<file path="config.mk">
export PLATFORM = sky130hd
export DESIGN_NAME = ifetch_unit
export DESIGN_NICKNAME = d
export VERILOG_FILES = /design/src/rtl/ifetch_unit_pkg.sv /design/src/rtl/ifetch_unit_fetch_queue.sv /design/src/rtl/ifetch_unit.sv
export SDC_FILE = /design/constraint.sdc
export NUM_CORES = 1
export LEC_CHECK = 0
export CORE_MARGIN = 1.5
export CORE_UTILIZATION = 60
export CTS_BUF_LIST = sky130_fd_sc_hd__clkbuf_16
export DETAILED_ROUTE_END_ITERATION = 10
export PLACE_DENSITY = 0.85
export SETUP_SLACK_MARGIN = 0.5
export SKIP_CTS_REPAIR_TIMING = 1
export SLEW_MARGIN = 20
export SYNTH_ARGS = -nofsm -noshare
export SYNTH_HDL_FRONTEND = slang
export SYNTH_SLANG_ARGS = --single-unit
</file>
<file path="constraint.sdc">
create_clock -name clk -period 5.3 [get_ports clk]
set_clock_uncertainty 0.2 [all_clocks]
set_input_delay 1.06 -clock clk [delete_from_list [all_inputs] [get_ports clk]]
set_output_delay 1.06 -clock clk [all_outputs]
set_load 0.005 [all_outputs]
</file>
<file path="src/rtl/ifetch_unit_pkg.sv">
// Shared types and constants for the LEGv8 instruction fetch stage.
// Holds word/instruction widths, the PC step, the fetch FSM encoding and a
// saturating increment helper used by the optional performance counters.
package ifetch_unit_pkg;

    localparam int WORD  = 64;
    localparam int INSTR = 32;

    localparam logic [WORD-1:0] PC_STEP = 64'd4;

    typedef enum logic [1:0] {
        F_IDLE    = 2'd0,
        F_WAIT    = 2'd1,
        F_DISCARD = 2'd2
    } fstate_e;

    function automatic logic [WORD-1:0] sat_inc(
        input logic [WORD-1:0] v
    );
        return (&v) ? v : v + WORD'(1);
    endfunction

endpackage

</file>
<file path="src/rtl/ifetch_unit_fetch_queue.sv">
// fetch_queue: synchronous FIFO of packed {pc, instr} entries, DEPTH deep.
// Ports: push/pop/flush controls, din/dout data, empty/full/count status.
// flush has priority over push and pop; dout is the head entry storage.
module fetch_queue #(
    parameter int DEPTH = 4,
    parameter int WIDTH = 96
) (
    input  logic                     clk,
    input  logic                     reset,
    input  logic                     push,
    input  logic                     pop,
    input  logic                     flush,
    input  logic [WIDTH-1:0]         din,
    output logic [WIDTH-1:0]         dout,
    output logic                     empty,
    output logic                     full,
    output logic [$clog2(DEPTH):0]   count
);

    localparam int PW = $clog2(DEPTH);
    localparam int CW = PW + 1;

    logic [WIDTH-1:0] mem_q [DEPTH];
    logic [WIDTH-1:0] mem_d [DEPTH];
    logic [PW-1:0]    wr_ptr_q, wr_ptr_d;
    logic [PW-1:0]    rd_ptr_q, rd_ptr_d;
    logic [CW-1:0]    count_q, count_d;
    logic             do_push, do_pop;

    assign empty = (count_q == '0);
    assign full  = (count_q == CW'(DEPTH));
    assign count = count_q;
    assign dout  = mem_q[rd_ptr_q];

    assign do_pop  = pop && !empty && !flush;
    assign do_push = push && !flush && (!full || do_pop);

    always_comb begin
        mem_d    = mem_q;
        wr_ptr_d = wr_ptr_q;
        rd_ptr_d = rd_ptr_q;
        count_d  = count_q;
        if (flush) begin
            wr_ptr_d = '0;
            rd_ptr_d = '0;
            count_d  = '0;
        end else begin
            if (do_push) begin
                mem_d[wr_ptr_q] = din;
                wr_ptr_d        = wr_ptr_q + PW'(1);
            end
            if (do_pop) begin
                rd_ptr_d = rd_ptr_q + PW'(1);
            end
            unique case ({do_push, do_pop})
                2'b10:   count_d = count_q + CW'(1);
                2'b01:   count_d = count_q - CW'(1);
                default: count_d = count_q;
            endcase
        end
    end

    always_ff @(posedge clk) begin
        if (reset) begin
            for (int i = 0; i < DEPTH; i++) begin
                mem_q[i] <= '0;
            end
            wr_ptr_q <= '0;
            rd_ptr_q <= '0;
            count_q  <= '0;
        end else begin
            mem_q    <= mem_d;
            wr_ptr_q <= wr_ptr_d;
            rd_ptr_q <= rd_ptr_d;
            count_q  <= count_d;
        end
    end

endmodule

</file>
<file path="src/rtl/ifetch_unit.sv">
// ifetch_unit: LEGv8 fetch stage. Owns the fetch PC, issues single
// outstanding imem requests, queues responses in fetch_queue for decode and
// redirects/flushes on a taken branch from execute.
// Ports: clk/reset (sync, active-high); branch_target/zero/branch_in/
// uncond_branch_in from execute; stall from decode; imem_req/imem_addr out,
// imem_valid/imem_rdata in; instr_valid/pc_out/instruction_out to IF/ID.
// Optional: define IFETCH_PERF_CNT_EN to add fetch_count and flush_count.
module ifetch_unit
    import ifetch_unit_pkg::*;
#(
    parameter int              FIFO_DEPTH = 4,
    parameter logic [WORD-1:0] RESET_PC   = '0,
    parameter int              INSTR_W    = INSTR
) (
    input  logic               clk,
    input  logic               reset,
    input  logic [WORD-1:0]    branch_target,
    input  logic               zero,
    input  logic               branch_in,
    input  logic               uncond_branch_in,
    input  logic               stall,
    output logic               imem_req,
    output logic [WORD-1:0]    imem_addr,
    input  logic               imem_valid,
    input  logic [INSTR_W-1:0] imem_rdata,
    output logic               instr_valid,
    output logic [WORD-1:0]    pc_out,
    output logic [INSTR_W-1:0] instruction_out
`ifdef IFETCH_PERF_CNT_EN
    ,
    output logic [WORD-1:0]    fetch_count,
    output logic [WORD-1:0]    flush_count
`endif
);

    localparam int CW = $clog2(FIFO_DEPTH) + 1;
    localparam int QW = WORD + INSTR_W;

    fstate_e         state_q, state_d;
    logic [WORD-1:0] fetch_pc_q, fetch_pc_d;
    logic [WORD-1:0] req_pc_q, req_pc_d;

    logic            redirect;
    logic            issue;
    logic            q_push, q_pop;
    logic            q_empty, q_full;
    logic [CW-1:0]   q_count;
    logic [QW-1:0]   q_dout;

    assign redirect = uncond_branch_in | (branch_in & zero);

    // Gating on occupancy at issue time guarantees a slot for the response.
    assign issue = (state_q == F_IDLE) && !redirect && !reset
                && (q_count < CW'(FIFO_DEPTH));

    // Responses are only accepted while a live request is pending.
    assign q_push = (state_q == F_WAIT) && imem_valid && !redirect
                 && (!q_full || q_pop);
    assign q_pop  = !q_empty && !stall && !redirect;

    fetch_queue #(
        .DEPTH (FIFO_DEPTH),
        .WIDTH (QW)
    ) u_queue (
        .clk   (clk),
        .reset (reset),
        .push  (q_push),
        .pop   (q_pop),
        .flush (redirect),
        .din   ({req_pc_q, imem_rdata}),
        .dout  (q_dout),
        .empty (q_empty),
        .full  (q_full),
        .count (q_count)
    );

    always_ff @(posedge clk) begin
        if (reset) begin
            state_q    <= F_IDLE;
            fetch_pc_q <= RESET_PC;
            req_pc_q   <= '0;
        end else begin
            state_q    <= state_d;
            fetch_pc_q <= fetch_pc_d;
            req_pc_q   <= req_pc_d;
        end
    end

    always_comb begin
        state_d = state_q;
        unique case (state_q)
            F_IDLE: begin
                if (issue) state_d = F_WAIT;
            end
            F_WAIT: begin
                if (imem_valid)    state_d = F_IDLE;
                else if (redirect) state_d = F_DISCARD;
            end
            F_DISCARD: begin
                if (imem_valid) state_d = F_IDLE;
            end
            default: state_d = F_IDLE;
        endcase
    end

    always_comb begin
        fetch_pc_d = fetch_pc_q;
        req_pc_d   = req_pc_q;
        if (redirect) begin
            fetch_pc_d = branch_target;
        end else if (issue) begin
            fetch_pc_d = fetch_pc_q + PC_STEP;
            req_pc_d   = fetch_pc_q;
        end
    end

    always_comb begin
        imem_req        = issue;
        imem_addr       = fetch_pc_q;
        instr_valid     = !q_empty;
        pc_out          = '0;
        instruction_out = '0;
        if (!q_empty) begin
            pc_out          = q_dout[QW-1:INSTR_W];
            instruction_out = q_dout[INSTR_W-1:0];
        end
    end

`ifdef IFETCH_PERF_CNT_EN
    logic [WORD-1:0] fetch_count_q, fetch_count_d;
    logic [WORD-1:0] flush_count_q, flush_count_d;
    logic            lost_work;

    // A redirect only counts as a flush when it throws real work away.
    assign lost_work = !q_empty || (state_q == F_WAIT);

    always_comb begin
        fetch_count_d = fetch_count_q;
        flush_count_d = flush_count_q;
        if (q_pop) begin
            fetch_count_d = sat_inc(fetch_count_q);
        end
        if (redirect && lost_work) begin
            flush_count_d = sat_inc(flush_count_q);
        end
    end

    always_ff @(posedge clk) begin
        if (reset) begin
            fetch_count_q <= '0;
            flush_count_q <= '0;
        end else begin
            fetch_count_q <= fetch_count_d;
            flush_count_q <= flush_count_d;
        end
    end

    assign fetch_count = fetch_count_q;
    assign flush_count = flush_count_q;
`endif

endmodule

</file>
# Word-level counts from Yosys, hierarchy flattened
# Index checks and enable logic that the tools add are counted.
# W data, S select, Z words.
[totals]
reg_bits = 521
in_bits = 103
output_inout_bits = 162
word_cells = 76
[op_classes]
addsub = 5
n_lt_le_gt_ge = 4
n_eq_ne = 8
muxes = 16
bitwise_logic = 5
reduce_logical = 28
[ops]
columns = ["operator", "n"]
rows = [
  ["$bwmux W384", 1],
  ["$mux W96", 3],
  ["$bmux W96 S2", 1],
  ["$demux W96 S2", 1],
  ["$mux W64", 3],
  ["$add A64 B3 Y64 const B", 1],
  ["$mux W32", 1],
  ["$logic_and A1 B1 Y1", 13],
  ["$mux W2", 4],
  ["$ge A3 B3 Y1 const B", 2],
  ["$not A2 Y3", 2],
  ["$pmux W2 S3", 1],
  ["$pmux W3 S2", 1],
  ["$logic_not A1 Y1", 5],
  ["$add A2 B1 Y2 const B", 2],
  ["$eq A2 B1 Y1 const B", 2],
  ["$eq A2 B2 Y1 const B", 2],
  ["$ne A2 B2 Y1 const B", 2],
  ["$reduce_and A2 Y1", 2],
  ["$reduce_bool A2 Y1", 2],
  ["$add A3 B1 Y3 const B", 1],
  ["$eq A3 B3 Y1 const B", 1],
  ["$logic_not A3 Y1", 1],
  ["$lt A3 B1 Y1 const B", 1],
  ["other kinds (10)", 11],
]

# Longest topological paths before layout
# Gate-level depths: netlist of the first run.
[logic_depth]
ltp_word = 10
ltp_mapped = 11
ltp_nobuf = 9

# Hierarchy
# A second synthesis of the first run with hierarchy kept.
[hier_totals]
cells_unflattened = 2408
area_unflattened_um2 = 24805.0
[by_module_without_submodules]
columns = ["mod", "n_inst", "cells_each", "area_per_inst_um2", "seq_area_each_um2"]
rows = [
  ["fetch_queue", 1, 1523, 18044.8, 7827.5],
  ["ifetch_unit", 1, 885, 6760.2, 2602.5],
]

# Worst setup path after synthesis of the first run
# OpenSTA, ideal clock, no wires.
[synth_timing]
kind = "input-to-output"
startpoint = "input port reset"
endpoint = "output port imem_req"
t_arrival_ps = 2343
required_time_ps = 4040
slack_ps = 1697
stages = 7
path_buffers = 4
cell_sequence = "clkbuf_1 a211o_1 buf_2 nand2b_1 inv_1 buf_2 buf_1"
[synth_between]
elab_chain_len = 3
[synth_lines]
columns = ["element", "line_no", "rtl"]
rows = [
  ["start, declared", "ifetch_unit.sv:16", "input logic reset,"],
  ["$logic_not A1 Y1", "ifetch_unit.sv:53", "assign issue = (state_q == F_IDLE) && !redirect && !reset"],
  ["$logic_and A1 B1 Y1", "ifetch_unit.sv:53", ""],
  ["$logic_and A1 B1 Y1", "ifetch_unit.sv:54", "&& (q_count < CW'(FIFO_DEPTH));"],
  ["end, declared", "ifetch_unit.sv:22", "output logic imem_req,"],
]
# Every way passes these cells.

# Worst setup path after layout of the first run
[layout_timing]
startpoint = "input port zero"
endpoint = "output port imem_req"
[layout_between]
elab_chain_len = 6
[layout_lines]
columns = ["element", "line_no", "rtl"]
rows = [
  ["start, declared", "ifetch_unit.sv:18", "input logic zero,"],
  ["$and A1 B1 Y1", "ifetch_unit.sv:50", "assign redirect = uncond_branch_in | (branch_in & zero);"],
  ["$or A1 B1 Y1", "ifetch_unit.sv:50", ""],
  ["$logic_not A1 Y1", "ifetch_unit.sv:53", ""],
  ["$logic_and A1 B1 Y1 (2 in a row)", "ifetch_unit.sv:53", ""],
  ["$logic_and A1 B1 Y1", "ifetch_unit.sv:54", ""],
]
# Every way passes these cells.

==> key figures, run 1 <==
Global routing
  – Number of global-route vias before repair: 20000
  – GRT met1 Usage: 0.436
  – M3 GR Usage: 0.0574
  – Total track usage: 0.336
  – First-pass GRT wire length: 104 mm
  – Met2 usage: 0.549
  – Largest net degree at the start of global routing: 113
  – GRT busiest layer: met2
  – Remaining Overflow, GRT: 0
  – Initial antenna violation count: 1

Detailed routing
  – Via density: 6.17
  – Per-cell routed wire length: 19.7 um
  – 1st-pass router iterations: 5
  – Vias after detailed routing: 20600
  – 1st-iter DRT viols: 1955
  – Final ANT Viol Nets: 0
  – Total Wirelength: 65.8 mm
  – Drc violations: 0

Setup path
  – CP max stage cell: clkdlybuf4s50_1
  – Crit path max-delay family: buffers and inverters
  – Crit. End Element: output pin
  – Worst path arrival time: 3220 ps
  – Max stage delay on crit path: 580 ps
  – CP startpoint kind: input port
  – R2r endpoint: imem_addr[50]
  – CP Class: input port to output pin
  – Req. time, crit path: 4040 ps
  – Worst r2r src: imem_addr[14]
  – Cell repeated most along the worst path: clkdlybuf4s50_1
  – Crit-path cells: clkdlybuf4s50_1 > a211o_1 > nand2b_2 > inv_2 > clkdlybuf4s50_1
  – Reg-to-reg slack, setup: 2100 ps
  – Worst path buffer plus inverter count: 3
  – R2r worst-path depth: 5
  – Max Fanout on Critical Path: 21

Floorplan
  – Core Footprint: 0.0367 mm2
  – Initial Util: 0.611
  – Ports: 265
  – FP Rows: 70
  – Width of the die: 196 um
  – Die Ht: 196 um
  – Total die area: 0.0385 mm2

Timing
  – Setup_tns: 0 ps
  – Final Hold Fails: 0
  – Maximum clock rate: 223 MHz
  – Final setup vio count: 0
  – Hold slack final: 253 ps
  – Final number of max-transition violations: 0
  – Unrepaired setup endpoints after global routing: no
  – Tcrit/Tclk final: 0.845
  – Measured slew at the worst slew-check pin: 1090 ps
  – Tmin final: 4480 ps
  – Slew HR: 0.274

Synthesis
  – Ys flop type: dfxtp_1
  – Netlist cell types: 52
  – Synth Register Bits: 521
  – Mapped Cells: 2720
  – Syn Area/Cell: 8.24 um2
  – Synth warn: 0
  – Post-synth EDFFs: 0
  – Synth Net Count: 2830
  – Mapped Area: 0.0224 mm2
  – Share of flip-flops with an asynchronous set or reset: 0
  – Sequential fraction of the synthesis area: 0.465

Clocking
  – CTS sink cnt: 521
  – Clk Latency, worst-skew pair: 590 ps
  – Clk root buf: clkbuf_16
  – H-tree levels: 2
  – CTS tree: yes
  – CTS Buf Count: 52
  – Maximum clock insertion buffer count: 3
  – CTS clock-pin slew for the worst setup and hold paths: 60 ps

Pwr
  – Pwr dens: 303 mW/mm2
  – Worst vdd ir: 0.243 mV
  – Leak: 8.62 nW

Place
  – PortBufs: 264
  – Dpl hpwl: 40.1 mm
  – Gpl congestion: 0.903

Layout
  – Layout cells sized above 1: 0.0733
  – Fill cells: 2645
  – Most frequent cells in the layout: 949 x nand2_1, 519 x dfxtp_1, 459 x a21oi_1, 263 x clkdlybuf4s50_1, 99 x and2_1
  – Layout area overhead: 19.7%
  – Nets: 2954
  – Commonest non-fill, non-tap cell in the layout: nand2_1
  – Antenna Cells: 0

Hold path
  – Hold path start: u_queue.mem_q[161]
  – Hold path depth: 2
  – Worst Hold Class: register to register
  – Hold endpoint: u_queue.mem_q[161]

Outcome
  – Status: complete, no violations

Run
  – Max-Cap Viols: 0
Yosys cell counts (2+ instances only):
master	instances	area (um2)
buf_1	20	75.1
a311oi_1	16	140
ha_1	6	75.1
mux4_2	96	2160
nand3_1	15	75.1
inv_1	11	41.3
nand2_1	953	3580
o31ai_1	10	75.1
nor4_1	28	175
xnor2_1	17	149
xor2_1	14	123
or4b_1	2	20.0
mux2_2	3	33.8
clkbuf_1	165	619
nor3_1	14	70.1
nand4_1	28	175
or2_2	2	12.5
or3_1	13	81.3
nor4b_1	2	17.5
a22oi_1	2	15.0
o21ai_0	7	35.0
and2_1	103	644
and4_1	14	123
buf_2	33	165
o31a_1	7	61.3
nor2_1	73	274
dfxtp_1	521	10400
o311ai_0	5	43.8
and3_1	16	100
o41ai_1	2	17.5
a21oi_1	460	2300
or4_1	14	105
a211oi_1	29	218
registers in the layout, indices dropped and copies added (netlist names):
signal            cells
imem_addr            64
u_queue.rd_ptr_q      2
u_queue.wr_ptr_q      2
u_queue.count         3
state_q               2
u_queue.mem_q       384
req_pc_q             64
worst reg2reg max path, stage by stage, from the launching register on:
cell and delay (ps):
dfxtp_1 500, and3_1 390, nand4_1 500, or4_1 810, or4_1 460, a311oi_1 260
metal layers:
| metal | vias up | part of all wire |
|---|---|---|
| met5 | - | 0.00014 |
| met4 | 2 | 0.037 |
| met3 | 177 | 0.10 |
| met2 | 1198 | 0.47 |
| met1 | 9784 | 0.39 |
| li1 | 9487 | - |
cell type report:
class	count	area, um2	share of cell area
Multi-Input combinational cell	1967	11100	0.414
Sequential cell	521	10400	0.389
Timing Repair Buffer	291	3000	0.112
Clock buffer	53	1330	0.0494
Tap cell	468	586	0.0218
Clock inverter	35	327	0.0122
Inverter	11	41.3	0.00154
cells by family after synthesis:
family	synth area share
simple gates	0.247
compound gates	0.132
flops	0.465
buf+inv	0.0412
mux	0.0984
xor+xnor	0.0121
fa+ha+maj	0.00424
how the worst max path moves through the flow:
stage / slack, ps / startpoint / depth (start not counted) / end
global placement: 850 / zero / 5 / imem_req
floorplan: 1700 / reset / 7 / imem_req
detailed placement: 830 / zero / 5 / imem_req
global route: 770 / zero / 5 / imem_req
finish: 820 / zero / 5 / imem_req
CTS: 820 / zero / 5 / imem_req
stage by stage:
step	cells	setup slack, ps	total power [mW]	util	cell area [um2]
3_3_place_gp	3258	848	4.57	0.686	25200
6_report	3346	821	8.14	0.732	26800
4_1_cts	3346	815	8.15	0.732	26800
5_1_grt	3346	774	8.36	0.732	26800
2_1_floorplan	2720	1700	4.32	-	22400
3_5_place_dp	3258	831	4.57	0.686	25200
power by group:
part / leakage [nW] / internal [mW] / switching [mW] / total [mW]
Sequential: 4.22 / 3.97 / 0.109 / 4.08
Combinational: 3.54 / 0.201 / 0.224 / 0.425
Clock: 0.868 / 2.13 / 1.50 / 3.63
No activity file was read; power rests on OpenSTA's default activity.
==> inputs of run 2 (changes only) <==
- CORE_UTILIZATION: 60 -> 51
- PLACE_DENSITY: 0.85 -> 0.77
- clock period: 5.3 -> 3.9 ns (I/O delays scaled with it)
==> run 2 against run 1 <==
Via count is 0.22% higher. Cell area is 4.8% higher. Critical endpoint is now instruction_out[19]. Final cell count is 6.2% higher. Clock power is 41% higher.
==> key figures, run 2 (same netlist as run 1, synthesis figures left out) <==
Outcome
  – Status: complete, no violations

Setup path
  – Crit. End Element: output pin
  – CP endpoint: instruction_out[19]
  – CP startpoint kind: register
  – Max Fanout on Critical Path: 7 (-67%)
  – Req. time, crit path: 2920 ps (-1120 ps)
  – CP Class: register to output pin
  – Worst path arrival time: 2510 ps (-710 ps)
  – Setup crit start: u_queue.rd_ptr_q[0]
  – Reg-to-reg slack, setup: 880 ps (-1220 ps)
  – R2r worst-path depth: 6 (+1)
  – Worst r2r src: imem_addr[15]
  – R2r endpoint: imem_addr[52]

Detailed routing
  – Final ANT Viol Nets: 0 (unchanged)
  – Total Wirelength: 69.5 mm (+5.7%)
  – Drc violations: 0 (unchanged)
  – 1st-iter DRT viols: 2287 (+17%)
  – Per-cell routed wire length: 19.6 um (-0.46%)
  – Via density: 5.83 (-5.6%)
  – 1st-pass router iterations: 6 (+1)
  – Vias after detailed routing: 20700 (+0.22%)

Floorplan
  – FP Rows: 76 (+8.6%)
  – Core Footprint: 0.0433 mm2 (+18%)
  – Initial Util: 0.518 (-0.0928)
  – Total die area: 0.0452 mm2 (+17%)
  – Die Ht: 213 um (+8.3%)
  – Width of the die: 213 um (+8.3%)
  – Ports: 265 (unchanged)

Layout
  – Commonest non-fill, non-tap cell in the layout: nand2_1
  – Nets: 3032 (+2.6%)
  – Most frequent cells in the layout: 949 x nand2_1, 517 x dfxtp_1, 459 x a21oi_1, 198 x clkdlybuf4s50_1, 96 x mux4_2
  – Max reg flops: 384 (unchanged)
  – Layout cells sized above 1: 0.105 (+0.0319)
  – Design Area, Final: 0.0281 mm2 (+4.8%)
  – Largest Register: u_queue.mem_q
  – Layout area overhead: 25.5%

Place
  – PortBufs: 264 (unchanged)
  – Dpl hpwl: 41.0 mm (+2.3%)
  – Post-Place Setup Slack: 300 ps (-531 ps)
  – Gpl congestion: 0.905 (+0.21%)
  – Placed cell area: 0.0256 mm2 (+1.5%)

Timing
  – Maximum clock rate: 286 MHz
  – Tcrit/Tclk final: 0.895
  – Worst setup margin: 409 ps (-412 ps)
  – Final Hold Fails: 0 (unchanged)
  – Measured slew at the worst slew-check pin: 1060 ps (-30.4 ps)
  – Tmin final: 3490 ps
  – Setup_tns: 0 ps (unchanged)
  – Unrepaired setup endpoints after global routing: yes
  – Final number of max-transition violations: 0 (unchanged)
  – Slew HR: 0.295 (+0.0203)
  – Final setup vio count: 0 (unchanged)

Clocking
  – Maximum clock insertion buffer count: 3 (unchanged)
  – CTS tree: yes
  – Clk root buf: clkbuf_16
  – Clk Latency, worst-skew pair: 600 ps (about the same)
  – H-tree levels: 2 (unchanged)
  – CTS sink cnt: 521 (unchanged)
  – CTS Buf Count: 53 (+1.9%)
  – CTS clock-pin slew for the worst setup and hold paths: 60 ps (about the same)

Pwr
  – Pwr dens: 400 mW/mm2 (+32%)
  – Power Total: 11.2 mW (+38%)
  – Worst vdd ir: 0.308 mV (+26%)
  – Leak: 10.3 nW (+20%)

Global routing
  – Number of global-route vias before repair: 19500 (-2.9%)
  – Remaining Overflow, GRT: 0 (unchanged)
  – Initial antenna violation count: 1 (unchanged)
  – Largest net degree at the start of global routing: 245 (+120%)
  – Total track usage: 0.290 (-0.0458)
  – First-pass GRT wire length: 104 mm (about the same)

Hold path
  – Worst Hold Class: register to register

Run
  – Max-Cap Viols: 0 (unchanged)
run 2: layer usage:
layer / wire, um / track usage / vias up
met5: 0 / 0 / -
met4: 2320 / 0.114 / 0
met3: 6480 / 0.0510 / 150
met2: 32700 / 0.475 / 972
met1: 28000 / 0.380 / 9921
li1: - / - / 9651
run 2: worst min-delay path by stage:
stage                              end  depth (start not counted)  slack (ps)          startpoint
finish                u_queue.mem_q[2]                          2         250    u_queue.mem_q[2]
global route        u_queue.mem_q[155]                          2         260  u_queue.mem_q[155]
CTS                 u_queue.mem_q[185]                          2         250  u_queue.mem_q[185]
detailed placement  u_queue.mem_q[185]                          2         240  u_queue.mem_q[185]
global placement    u_queue.mem_q[221]                          2         240  u_queue.mem_q[221]
floorplan           u_queue.mem_q[100]                          2         230  u_queue.mem_q[100]
run 2: power by group:
group          internal (mW)  switching, mW  total (mW)
clock                   2.94           2.18        5.11
combinational          0.283          0.320       0.603
sequential              5.40          0.137        5.53
total                   8.62           2.63        11.2
run 2: area by class of cell:
class	instances	area (um2)
Fill cell	3421	15100
Multi-Input combinational cell	1969	11200
Sequential cell	521	10400
Timing Repair Buffer	366	4020
Clock buffer	53	1330
Tap cell	585	732
Clock inverter	46	407
Inverter	11	43.8
Antenna cell	1	2.50
run 2: critical path, stage by stage (launching register included):
cell and delay (ps):
dfxtp_4 410, buf_12 130, buf_12 120, buf_12 140
mux4_2 500, and2_1 180, clkdlybuf4s50_1 440
run 2: through the flow:
stage	hold WS (ps)	std cells	util
final	252	3552	0.650
after global routing	263	3551	0.650
after CTS	252	3498	0.631
after detailed placement	244	3399	0.591
after global placement	238	3399	0.591
after floorplan	233	2720	-
==> inputs of run 3 (changes only) <==
- CTS_CLUSTER_DIAMETER: unset -> 100
- SLEW_MARGIN: 20 -> unset
==> results of run 3 <==
No change in the layout: final DEF, timing and power equal those of run 2.
